File: src/rtl/axis_pkt_arbiter_pkg.sv
// Shared types and constants for the packet-aware AXI-stream arbiter.
package axis_pkt_arbiter_pkg;

  localparam int unsigned DEFAULT_DATA_WIDTH = 8;

  // One-hot owner encodings; the FSM state is encoded the same way so grant is a plain copy.
  localparam logic [1:0] GRANT_NONE = 2'b00;
  localparam logic [1:0] GRANT_M1   = 2'b01;
  localparam logic [1:0] GRANT_M2   = 2'b10;

  typedef enum logic [1:0] {
    StIdle  = GRANT_NONE,
    StOwnM1 = GRANT_M1,
    StOwnM2 = GRANT_M2
  } arb_state_e;

endpackage

File: src/rtl/axis_pkt_arbiter_skid.sv
// Two-entry registered skid buffer. Ready and valid both come straight from flops so
// neither side sees a combinational path through the other. Only entry 0 drives the output.
module axis_skid_buffer
  import axis_pkt_arbiter_pkg::*;
#(
  parameter int unsigned WIDTH = DEFAULT_DATA_WIDTH + 1
) (
  input  logic             clk,
  input  logic             reset,
  input  logic             in_valid,
  output logic             in_ready,
  input  logic [WIDTH-1:0] in_data,
  output logic             out_valid,
  input  logic             out_ready,
  output logic [WIDTH-1:0] out_data
);

  logic [WIDTH-1:0] data0_q, data0_d;
  logic [WIDTH-1:0] data1_q, data1_d;
  logic [1:0]       count_q, count_d;
  logic             in_ready_q;
  logic             out_valid_q;
  logic             push;
  logic             pop;

  assign push = in_valid & in_ready_q;
  assign pop  = out_valid_q & out_ready;

  // Occupancy and storage update; entry 1 only ever shifts forward into entry 0.
  always_comb begin
    data0_d = data0_q;
    data1_d = data1_q;
    count_d = count_q;
    case (count_q)
      2'd0: begin
        if (push) begin
          data0_d = in_data;
          count_d = 2'd1;
        end
      end
      2'd1: begin
        case ({push, pop})
          2'b11: data0_d = in_data;
          2'b10: begin
            data1_d = in_data;
            count_d = 2'd2;
          end
          2'b01: count_d = 2'd0;
          default: ;
        endcase
      end
      2'd2: begin
        // push cannot happen here because in_ready_q is low when full
        if (pop) begin
          data0_d = data1_q;
          count_d = 2'd1;
        end
      end
      default: count_d = 2'd0;
    endcase
  end

  // State registers; the handshake flags are registered views of the next occupancy.
  always_ff @(posedge clk) begin
    if (reset) begin
      data0_q     <= '0;
      data1_q     <= '0;
      count_q     <= 2'd0;
      in_ready_q  <= 1'b0;
      out_valid_q <= 1'b0;
    end else begin
      data0_q     <= data0_d;
      data1_q     <= data1_d;
      count_q     <= count_d;
      in_ready_q  <= (count_d != 2'd2);
      out_valid_q <= (count_d != 2'd0);
    end
  end

  assign in_ready  = in_ready_q;
  assign out_valid = out_valid_q;
  assign out_data  = data0_q;

endmodule

File: src/rtl/axis_pkt_arbiter.sv
// Packet-aware round-robin arbiter for two AXI-stream masters. A grant is taken in IDLE
// (registered, one cycle of latency) and held until the owner's last beat is accepted.
module axis_pkt_arbiter
  import axis_pkt_arbiter_pkg::*;
#(
  parameter int unsigned DATA_WIDTH = DEFAULT_DATA_WIDTH,
  parameter int unsigned MAX_BEATS  = 16,
  parameter int unsigned CNT_WIDTH  = 5
) (
  input  logic                  clk,
  input  logic                  reset,
  input  logic [DATA_WIDTH-1:0] m1_data_in,
  input  logic                  m1_valid,
  output logic                  m1_ready,
  input  logic                  m1_last,
  input  logic [DATA_WIDTH-1:0] m2_data_in,
  input  logic                  m2_valid,
  output logic                  m2_ready,
  input  logic                  m2_last,
  output logic [DATA_WIDTH-1:0] s_data_out,
  output logic                  s_valid,
  input  logic                  s_ready,
  output logic                  s_last,
  output logic [1:0]            grant,
  output logic [CNT_WIDTH-1:0]  beat_count,
  output logic                  len_err
);

  arb_state_e           state_q, state_d;
  logic                 last_m2_q, last_m2_d;  // 1: M2 won last, so M1 wins the next tie
  logic [CNT_WIDTH-1:0] beat_count_q, beat_count_d;
  logic                 len_err_q, len_err_d;

  logic                  skid_in_valid;
  logic                  skid_in_ready;
  logic [DATA_WIDTH:0]   skid_in_data;
  logic [DATA_WIDTH:0]   skid_out_data;
  logic                  accept;
  logic                  acc_last;

  // Arbitration, owner muxing and beat accounting.
  always_comb begin
    state_d       = state_q;
    last_m2_d     = last_m2_q;
    beat_count_d  = beat_count_q;
    len_err_d     = len_err_q;
    skid_in_valid = 1'b0;
    skid_in_data  = '0;
    m1_ready      = 1'b0;
    m2_ready      = 1'b0;
    acc_last      = 1'b0;
    accept        = 1'b0;

    unique case (state_q)
      StIdle: begin
        if (m1_valid && m2_valid) begin
          state_d = last_m2_q ? StOwnM1 : StOwnM2;
        end else if (m1_valid) begin
          state_d = StOwnM1;
        end else if (m2_valid) begin
          state_d = StOwnM2;
        end
        if (state_d != StIdle) begin
          beat_count_d = '0;
        end
      end
      StOwnM1: begin
        skid_in_valid = m1_valid;
        skid_in_data  = {m1_last, m1_data_in};
        m1_ready      = skid_in_ready;
        acc_last      = m1_last;
        if (m1_valid && skid_in_ready && m1_last) begin
          last_m2_d = 1'b0;
          state_d   = StIdle;
        end
      end
      StOwnM2: begin
        skid_in_valid = m2_valid;
        skid_in_data  = {m2_last, m2_data_in};
        m2_ready      = skid_in_ready;
        acc_last      = m2_last;
        if (m2_valid && skid_in_ready && m2_last) begin
          last_m2_d = 1'b1;
          state_d   = StIdle;
        end
      end
      default: state_d = StIdle;
    endcase

    accept = skid_in_valid & skid_in_ready;
    if (accept) begin
      if (beat_count_q != '1) begin
        beat_count_d = beat_count_q + 1'b1;
      end
      // Only a non-last beat reaching the limit means the packet is over length.
      if (!acc_last && (beat_count_d == CNT_WIDTH'(MAX_BEATS))) begin
        len_err_d = 1'b1;
      end
    end
  end

  // Arbiter state registers.
  always_ff @(posedge clk) begin
    if (reset) begin
      state_q      <= StIdle;
      last_m2_q    <= 1'b1;
      beat_count_q <= '0;
      len_err_q    <= 1'b0;
    end else begin
      state_q      <= state_d;
      last_m2_q    <= last_m2_d;
      beat_count_q <= beat_count_d;
      len_err_q    <= len_err_d;
    end
  end

  axis_skid_buffer #(
    .WIDTH(DATA_WIDTH + 1)
  ) u_skid (
    .clk      (clk),
    .reset    (reset),
    .in_valid (skid_in_valid),
    .in_ready (skid_in_ready),
    .in_data  (skid_in_data),
    .out_valid(s_valid),
    .out_ready(s_ready),
    .out_data (skid_out_data)
  );

  assign s_data_out = skid_out_data[DATA_WIDTH-1:0];
  assign s_last     = skid_out_data[DATA_WIDTH];
  assign grant      = 2'(state_q);
  assign beat_count = beat_count_q;
  assign len_err    = len_err_q;

endmodule

File: config.mk
export PLATFORM = sky130hd
export DESIGN_NAME = axis_pkt_arbiter
export DESIGN_NICKNAME = d
export VERILOG_FILES = /design/src/rtl/axis_pkt_arbiter_pkg.sv /design/src/rtl/axis_pkt_arbiter_skid.sv /design/src/rtl/axis_pkt_arbiter.sv
export SDC_FILE = /design/constraint.sdc
export NUM_CORES = 1
export LEC_CHECK = 0
export ABC_AREA = 0
export BUFFER_PORTS_ARGS = -buffer_cell sky130_fd_sc_hd__buf_2
export CELL_PAD_IN_SITES_DETAIL_PLACEMENT = 0
export CELL_PAD_IN_SITES_GLOBAL_PLACEMENT = 1
export CORE_MARGIN = 1.5
export CORE_UTILIZATION = 40
export CTS_BUF_LIST = sky130_fd_sc_hd__clkbuf_8
export DETAILED_ROUTE_END_ITERATION = 6
export MAX_ROUTING_LAYER = met4
export PLACE_DENSITY = 0.86
export REMOVE_ABC_BUFFERS = 1
export SYNTH_ARGS = -nofsm -noshare
export SYNTH_HDL_FRONTEND = slang
export SYNTH_SLANG_ARGS = --single-unit
File: constraint.sdc
create_clock -name clk -period 2.4 [get_ports clk]
set_clock_uncertainty 0.2 [all_clocks]
set_input_delay 0.12 -clock clk [delete_from_list [all_inputs] [get_ports clk]]
set_output_delay 0.12 -clock clk [all_outputs]
set_load 0.1 [all_outputs]
### Word-level counts from Yosys, hierarchy flattened

Cells that the tools add are included.

* reduce and logical (&&, ||, !) cells: 18
* add/subtract/negate cells: 1
* equality and inequality tests: 15
* bitwise gates (word level): 2
* multiplexer cells: 29

Operators by type and width (count)
* $mux W9: 3
* $pmux W9 S3: 1
* $mux W5: 5
* $mux W2: 9
* $pmux W9 S2: 1
* $pmux W2 S3: 2
* $eq A2 B2 Y1 const B: 4
* $ne A2 B2 Y1 const B: 4
* $eq A2 B1 Y1 const B: 3
* $logic_and A1 B1 Y1: 6
* $pmux W1 S2: 3
* $reduce_and A2 Y1: 3
* $reduce_bool A2 Y1: 3
* $add A5 B1 Y5 const B: 1
* $eq A5 B5 Y1 const B: 1
* $ne A5 B5 Y1 const B: 1
* $logic_not A2 Y1: 2
* $mux W1: 4
* $ne A2 B1 Y1 const B: 2
* $pmux W2 S2: 1
* $reduce_and A4 Y1: 1
* $reduce_and A3 Y1: 1
* $reduce_bool A3 Y1: 1
* $and A1 B1 Y1: 2
* $logic_not A1 Y1: 1

* input bits: 23
* output and inout bits: 20
* register bits: 31
* logic and storage cells: 74

### Depth between registers and ports, before layout

Gate-level depths: netlist of run 1.

* depth after elaboration: 12
* mapped depth: 10
* depth with buffers taken out: 9

### By module

A second synthesis of run 1 with hierarchy kept.

* cell total of the unflattened synthesis: 198
* area, all modules: 1795.5 µm²

Modules (own cells, without submodules)
* axis_skid_buffer: cells an instance 105, area an instance 1038.5 µm², instances 1, sequential area each 440.4 µm²
* axis_pkt_arbiter: cells an instance 93, area an instance 757.0 µm², instances 1, sequential area each 180.2 µm²

### Worst setup path after synthesis of run 1

Ideal clock, no wire load.

* kind: register to register
* from: register state_q[1] (netlist: grant[1])
* to: register u_skid.data0_q[8] (netlist: u_skid.out_data[8])
* stages on the path, launching flop included: 8
* slack: -545 ps
* arrival time: 2666 ps
* period minus slack after synthesis: 2945 ps
* path buffers: 1
* library setup time: 79 ps
* data required time: 2121 ps
* cell sequence: dfxtp_1 -> inv_1 -> ha_1 -> nand2_2 -> o41ai_4 -> buf_6 -> nor2_2 -> a211oi_2

* word-level cells in the longest chain between the ends: 6
* elaborated cells on any way between the ends: 12
* those cells by class: 5 x eq/ne; 5 x mux; 1 x bitwise; 1 x reduce/logical

RTL lines
* start, declared: RTL line axis_pkt_arbiter.sv:29 `arb_state_e state_q, state_d;`
* start signal, assigned: RTL line axis_pkt_arbiter.sv:105 `state_q <= StIdle;`
* start signal, assigned: RTL line axis_pkt_arbiter.sv:110 `state_q <= state_d;`
* $eq A2 B2 Y1 / $eq A2 B1 Y1 (equally long branches): RTL line axis_pkt_arbiter.sv:54 `unique case (state_q)`
* $pmux W1 S2: RTL line axis_pkt_arbiter.sv:54
* $and A1 B1 Y1: RTL line axis_pkt_arbiter_skid.sv:26 `assign push = in_valid & in_ready_q;`
* $eq A2 B2 Y1: RTL line axis_pkt_arbiter_skid.sv:42 `case ({push, pop})`
* $ne A2 B2 Y1 (no line)
* $reduce_and A4 Y1 (no line)
* end signal, assigned: RTL line axis_pkt_arbiter_skid.sv:72 `data0_q <= data0_d;`
* end, declared: RTL line axis_pkt_arbiter_skid.sv:18 `logic [WIDTH-1:0] data0_q, data0_d;`

Parallel ways exist; a longest one is shown, timed or not. The select of a mux whose other input is x is not followed.
A chain may end at the register's enable or synchronous reset.

### Worst setup path in the final report of run 1

* from: register beat_count_q[1] (netlist: beat_count[1])
* to: register len_err_q (netlist: len_err)

* word-level cells in the longest chain between the ends: 7
* elaborated cells on any way between the ends: 9
* those cells by class: 1 x add/sub; 2 x eq/ne; 4 x mux; 2 x reduce/logical

RTL lines
* start, declared: RTL line axis_pkt_arbiter.sv:31 `logic [CNT_WIDTH-1:0] beat_count_q, beat_count_d;`
* start signal, assigned: RTL line axis_pkt_arbiter.sv:112 `beat_count_q <= beat_count_d;`
* branches (longest 2 deep; another with $add A5 B1 Y5)
* $mux W5 (*): RTL line axis_pkt_arbiter.sv:92 `if (beat_count_q != '1) begin`
* $mux W5 (*): RTL line axis_pkt_arbiter.sv:91 `if (accept) begin`
* $eq A5 B5 Y1 (*): RTL line axis_pkt_arbiter.sv:96 `if (!acc_last && (beat_count_d == CNT_WIDTH'(MAX_BEATS))) begin`
* $logic_and A1 B1 Y1 (*): RTL line axis_pkt_arbiter.sv:96
* $reduce_and A2 Y1 (no line) (*)
* end signal, assigned: RTL line axis_pkt_arbiter.sv:113 `len_err_q <= len_err_d;`
* end, declared: RTL line axis_pkt_arbiter.sv:32 `logic len_err_q, len_err_d;`

Every way passes the cells marked *. The select of a mux whose other input is x is not followed.

==> flow_summary.ini, run 1 <==
[clock_tree]
cts_hold_repair.buffers = 0
clock_latency_ps = 290
ctsResizeCount = 0
cts_tree = built
cts.path.max_buffers = 2
cts_buffers = 5
cts_root_buf = clkbuf_8
post_cts_buffers = 0
cts.sinks = 31
h-tree-depth = 2
clk_pin_slew_worst_paths_ps = 60

[final_layout]
layout_commonest_cell = buf_2
seqCellArea_sq_um = 620.6
multi_input_area_sq_um = 991.0
num_antenna_cells = 0
drive_above_1_share = 0.2917
fin_nets = 269
area_delta_synth_final_pct = 24.91
fin_cells = 290
final_cell_mix = buf_2 (42), dfxtp_1 (31), nor2_1 (23)
fillers = 397

[yosys]
ys_warn_count = 0
synthTopCellsByArea = dfxtp_1 (37%), mux2i_1 (12%), nor2_1 (5.1%)
syn_area_sq_um = 1678
synth_seq_cells = 31
syn_area_per_cell_sq_um = 8.973
ys_seq_area_frac = 0.3699
synth_cells = 187
yosys.cell_types.count = 37
synth_top_area_share = 0.3699
synth_area_leader_cell = dfxtp_1

[power_and_ir_drop]
vdd_drop_max_uv = 326.6
p_per_area_nw_per_um2 = 736.5
p_total_mw = 1.544
leakage_nw = 0.9385

[route]
wl_per_cell_um = 12.85
via_per_inst = 5.224
firstDrtPassIters = 4
drtIter0Drc = 98
num_vias = 1515
drtAntennaViolNets = 0
drt_drc_violations_left = 0
wl_mm = 3.727

[critical_path]
reg2regPathDepth = 7
timing.rr.end = len_err
cp-start-kind = register
arrival_ps = 2170
crit_fanout = 8
worstPathRequired_ps = 2390
critical_path_class = reg2reg
reg2reg_slack_ps = 220
r2r-start = beat_count[1]
end_kind = register

[timing]
layout_min_cycle_time_ps = 2180
drv_slew = 0
hold_violations = 0
worst_pin_slew_ps = 495.5
rsz0062_at_grt = no
relSlewSlack = 0.6719
period_share = 0.9082
fmax_ghz = 0.4588
finalWorstSetupSlack_ps = 220.3
setup_viol = 0

[job]
drv_cap = 0

[floorplan]
dieArea_sq_um = 4592
dieHeight_um = 67.77
fp.dieW_um = 67.77
core_sq_um = 4029
pin_count = 43
initial_core_util = 0.4165
rows = 23

[placement]
dp.cells = 283
io_buffers = 42
gp_congestion = 0.8468
post-dp-hpwl_mm = 2.672
place_worst_setup_slack_ps = 184.1

[outcome]
status = complete, no violations

[global_routing]
grt.total_usage = 0.1810
grt_overflow_total = 0
grt_pass1_vias = 1258
antenna_found_initial = 0
grt_first_pass_wirelength_mm = 5.961
grt_max_degree = 32

[hold_path]
worstHoldPathCells = 4
min_to = len_err
hold_start = reset
hp-class = in2reg
-- worst max-delay path, stage by stage (launching register included) --
cell	delay, ps
dfxtp_1	400
ha_1	270
and3_1	190
ha_2	250
and2_1	140
a31oi_1	40
a2111o_1	370
o32ai_1	220
-- layout make-up --
class,count,share of cell area
multi-input cells,140,0.4728
flip-flops and latches,31,0.2961
repair buffers,55,0.1469
clock buffers,6,0.03940
well taps,50,0.02985
inverters,7,0.01254
clock inverters,1,0.002388
-- Yosys cell counts (all sizes together) --
cell	count
and3	1
o41ai	2
clkbuf	7
nand2b	9
a211oi	11
mux2i	20
o21ai	2
a2111o	1
o2bb2ai	1
a21boi	1
nor2	24
buf	2
and2	4
ha	6
nand4b	1
inv	7
nand3	5
nand3b	4
o32ai	1
a22oi	11
nand2	8
a21oi	9
a31oi	4
o22ai	1
or3	1
a221o	1
nor2b	9
dfxtp	31
o31ai	1
nor3	2
-- per-stage QoR --
stage	hold WS, ps	cell area [sq um]	setup TNS, ps	utilization
finish	33.92	2096	0	0.5202
global route	66.36	2096	0	0.5202
CTS	30.52	2093	0	0.5196
detailed placement	258.1	2006	0	0.4978
global placement	251.3	2006	0	0.4978
floorplan	-15.35	1635	-16550	-
-- metal layers --
metal	up-vias	part of all wire	GRT usage	wire length, um
met3	4	0.039	0.05000	146
met1	698	0.50	0.2444	1876
met4	0	0.011	0.06888	42
met5	-	0	-	0
met2	29	0.45	0.2549	1662
li1	784	-	-	-
-- power by group --
part           switching (mW)  internal (mW)  leakage, nW
clock network           0.200          0.225       0.0470
logic                   0.372          0.184        0.641
registers              0.0233          0.540        0.251
-- kinds of logic (layout without fill, tap and decap cells) --
group,Yosys count,after routing,share of synthesized area
AOI/OAI and AO/OA,46,46,0.2140
adders and majority gates,6,6,0.04474
buffers and inverters,16,69,0.04102
DFF,31,31,0.3699
muxes,20,20,0.1193
and+or+nand+nor,68,68,0.2110
-- flip-flops by register name, indices dropped and copies added, names as in the netlist --
register          cells
u_skid.in_ready       1
beat_count            5
len_err               1
u_skid.out_valid      1
grant                 2
u_skid.count_q        2
last_m2_q             1
u_skid.out_data       9
u_skid.data1_q        9
-- worst max path at each step --
stage	from	endpoint	slack, ps	cells past startpoint
floorplan	grant[0]	u_skid.out_valid	-700	9
detailed placement	beat_count[1]	len_err	180	7
CTS	beat_count[1]	len_err	160	7
global placement	beat_count[1]	len_err	280	7
global route	grant[0]	u_skid.out_valid	30	10
finish	beat_count[1]	len_err	220	7
Power figures use the tool's default switching activity.
==> run 2, diff against run 1 <==
--- a/config.mk
+++ b/config.mk
@@ -10,11 +10,11 @@
 export CELL_PAD_IN_SITES_DETAIL_PLACEMENT = 0
 export CELL_PAD_IN_SITES_GLOBAL_PLACEMENT = 1
 export CORE_MARGIN = 1.5
-export CORE_UTILIZATION = 40
+export CORE_UTILIZATION = 36
 export CTS_BUF_LIST = sky130_fd_sc_hd__clkbuf_8
 export DETAILED_ROUTE_END_ITERATION = 6
 export MAX_ROUTING_LAYER = met4
-export PLACE_DENSITY = 0.86
+export PLACE_DENSITY = 0.82
 export REMOVE_ABC_BUFFERS = 1
 export SYNTH_ARGS = -nofsm -noshare
 export SYNTH_HDL_FRONTEND = slang
==> constraint.sdc (replaced) <==
create_clock -name clk -period 1.95 [get_ports clk]
set_clock_uncertainty 0.2 [all_clocks]
set_input_delay 0.0975 -clock clk [delete_from_list [all_inputs] [get_ports clk]]
set_output_delay 0.0975 -clock clk [all_outputs]
set_load 0.1 [all_outputs]
==> flow_summary.ini, run 2 (synthesis gave the netlist of run 1 again) <==
[outcome]
status = complete, no violations

[timing]
fin_hold_ws_ps = 12.46
rsz0062_at_grt = yes
period_share = 0.9971
setup_tns_ps = 0
fmax_ghz = 0.5143
relSlewSlack = 0.6744
layout_min_cycle_time_ps = 1944
drv_slew = 0
setup_viol = 0
hold_violations = 0
worst_pin_slew_ps = 491.8

[floorplan]
dieArea_sq_um = 5079
dieHeight_um = 71.27
pin_count = 43
fp.dieW_um = 71.27
core_sq_um = 4414
initial_core_util = 0.3801
rows = 24

[critical_path]
end_kind = register
cp-start-kind = register
crit_fanout = 8
arrival_ps = 1940
worstPathRequired_ps = 1940
critical_path_class = reg2reg

[job]
drv_cap = 0

[power_and_ir_drop]
vdd_drop_max_uv = 436.7
leakage_nw = 1.050
p_per_area_nw_per_um2 = 849.0

[final_layout]
drive_above_1_share = 0.4258
final_cell_mix = buf_2 (40), dfxtp_1 (27), buf_4 (26)
num_antenna_cells = 0
layout_commonest_cell = buf_2
fin_util = 0.5459
fin_cells = 308
area_delta_synth_final_pct = 43.62
fin_nets = 285

[clock_tree]
cts_hold_repair.buffers = 0
cts_root_buf = clkbuf_8
clk_pin_slew_worst_paths_ps = 60
h-tree-depth = 2
cts.sinks = 31
cts.path.max_buffers = 2
cts_buffers = 5
cts_tree = built
clock_latency_ps = 280

[placement]
gp_congestion = 0.8214
dp.cells = 297
post-dp-hpwl_mm = 2.945
io_buffers = 42

[global_routing]
grt_first_pass_wirelength_mm = 7.038
antenna_found_initial = 0
grt_overflow_total = 0
grt_pass1_vias = 1544
grt.total_usage = 0.1781
grt_max_degree = 32

[route]
firstDrtPassIters = 4
drt_drc_violations_left = 0
drtAntennaViolNets = 0
wl_mm = 4.276
wl_per_cell_um = 13.88
drtIter0Drc = 90
via_per_inst = 5.244
num_vias = 1615

[hold_path]
hp-class = in2reg
## run 2: changes by cell type in the layout (fill, tap and decap cells not counted), sizes merged
cell,change
buf,+16
## run 2: timing repair
action                                  CTS  global route
endpoints found under the setup margin   23            20
pin swaps                                 2             1
resized for setup                        19            18
buffers inserted                          2             2
## run 2: worst max-delay path, stage by stage, from the launching register on
cell      delay [ps]
dfxtp_2          330
ha_4             150
and3_4           180
ha_4             190
nor2_4           120
nand2_1           60
a2111o_1         410
o32ai_2          210
## run 2: report_power, final
part / total [mW] / switching, mW / internal (mW)
sequential: 0.703 / 0.0327 / 0.670
combinational: 0.836 / 0.512 / 0.324
clock: 0.507 / 0.231 / 0.276
## run 2: cell type report
cell class,count,area (sq um)
fillers,390,2004
multi-input cells,140,1117
flip-flops and latches,31,630.6
repair buffers,71,478.0
clock buffers,6,82.58
well taps,52,65.06
inverters,7,31.28
clock inverters,1,5.005
## run 2: routing by layer
layer | vias to the layer above | part of all wire | GRT usage
li1 | 812 | - | -
met1 | 780 | 0.46 | 0.2215
met2 | 19 | 0.50 | 0.2942
met3 | 4 | 0.023 | 0.03094
met4 | 0 | 0.0089 | 0.05660
met5 | - | 0 | -
## run 2: per-stage QoR
step | instance area [sq um] | power, mW | setup WS, ps
2_1_floorplan | 1635 | 1.200 | -1146
3_3_place_gp | 2141 | 1.457 | -66.40
3_5_place_dp | 2141 | 1.465 | -153.4
4_1_cts | 2326 | 2.043 | -22.31
5_1_grt | 2410 | 2.146 | -59.74
6_report | 2410 | 2.046 | 5.737
## run 2: path summary, 6_finish.rpt
path / startpoint / endpoint / slack, ps / cells after the start
min: m1_valid / grant[1] / 10 / 4
max reg2reg: beat_count[0] / len_err / 6 / 7
min reg2reg: len_err / len_err / 280 / 2
max: beat_count[0] / len_err / 6 / 7
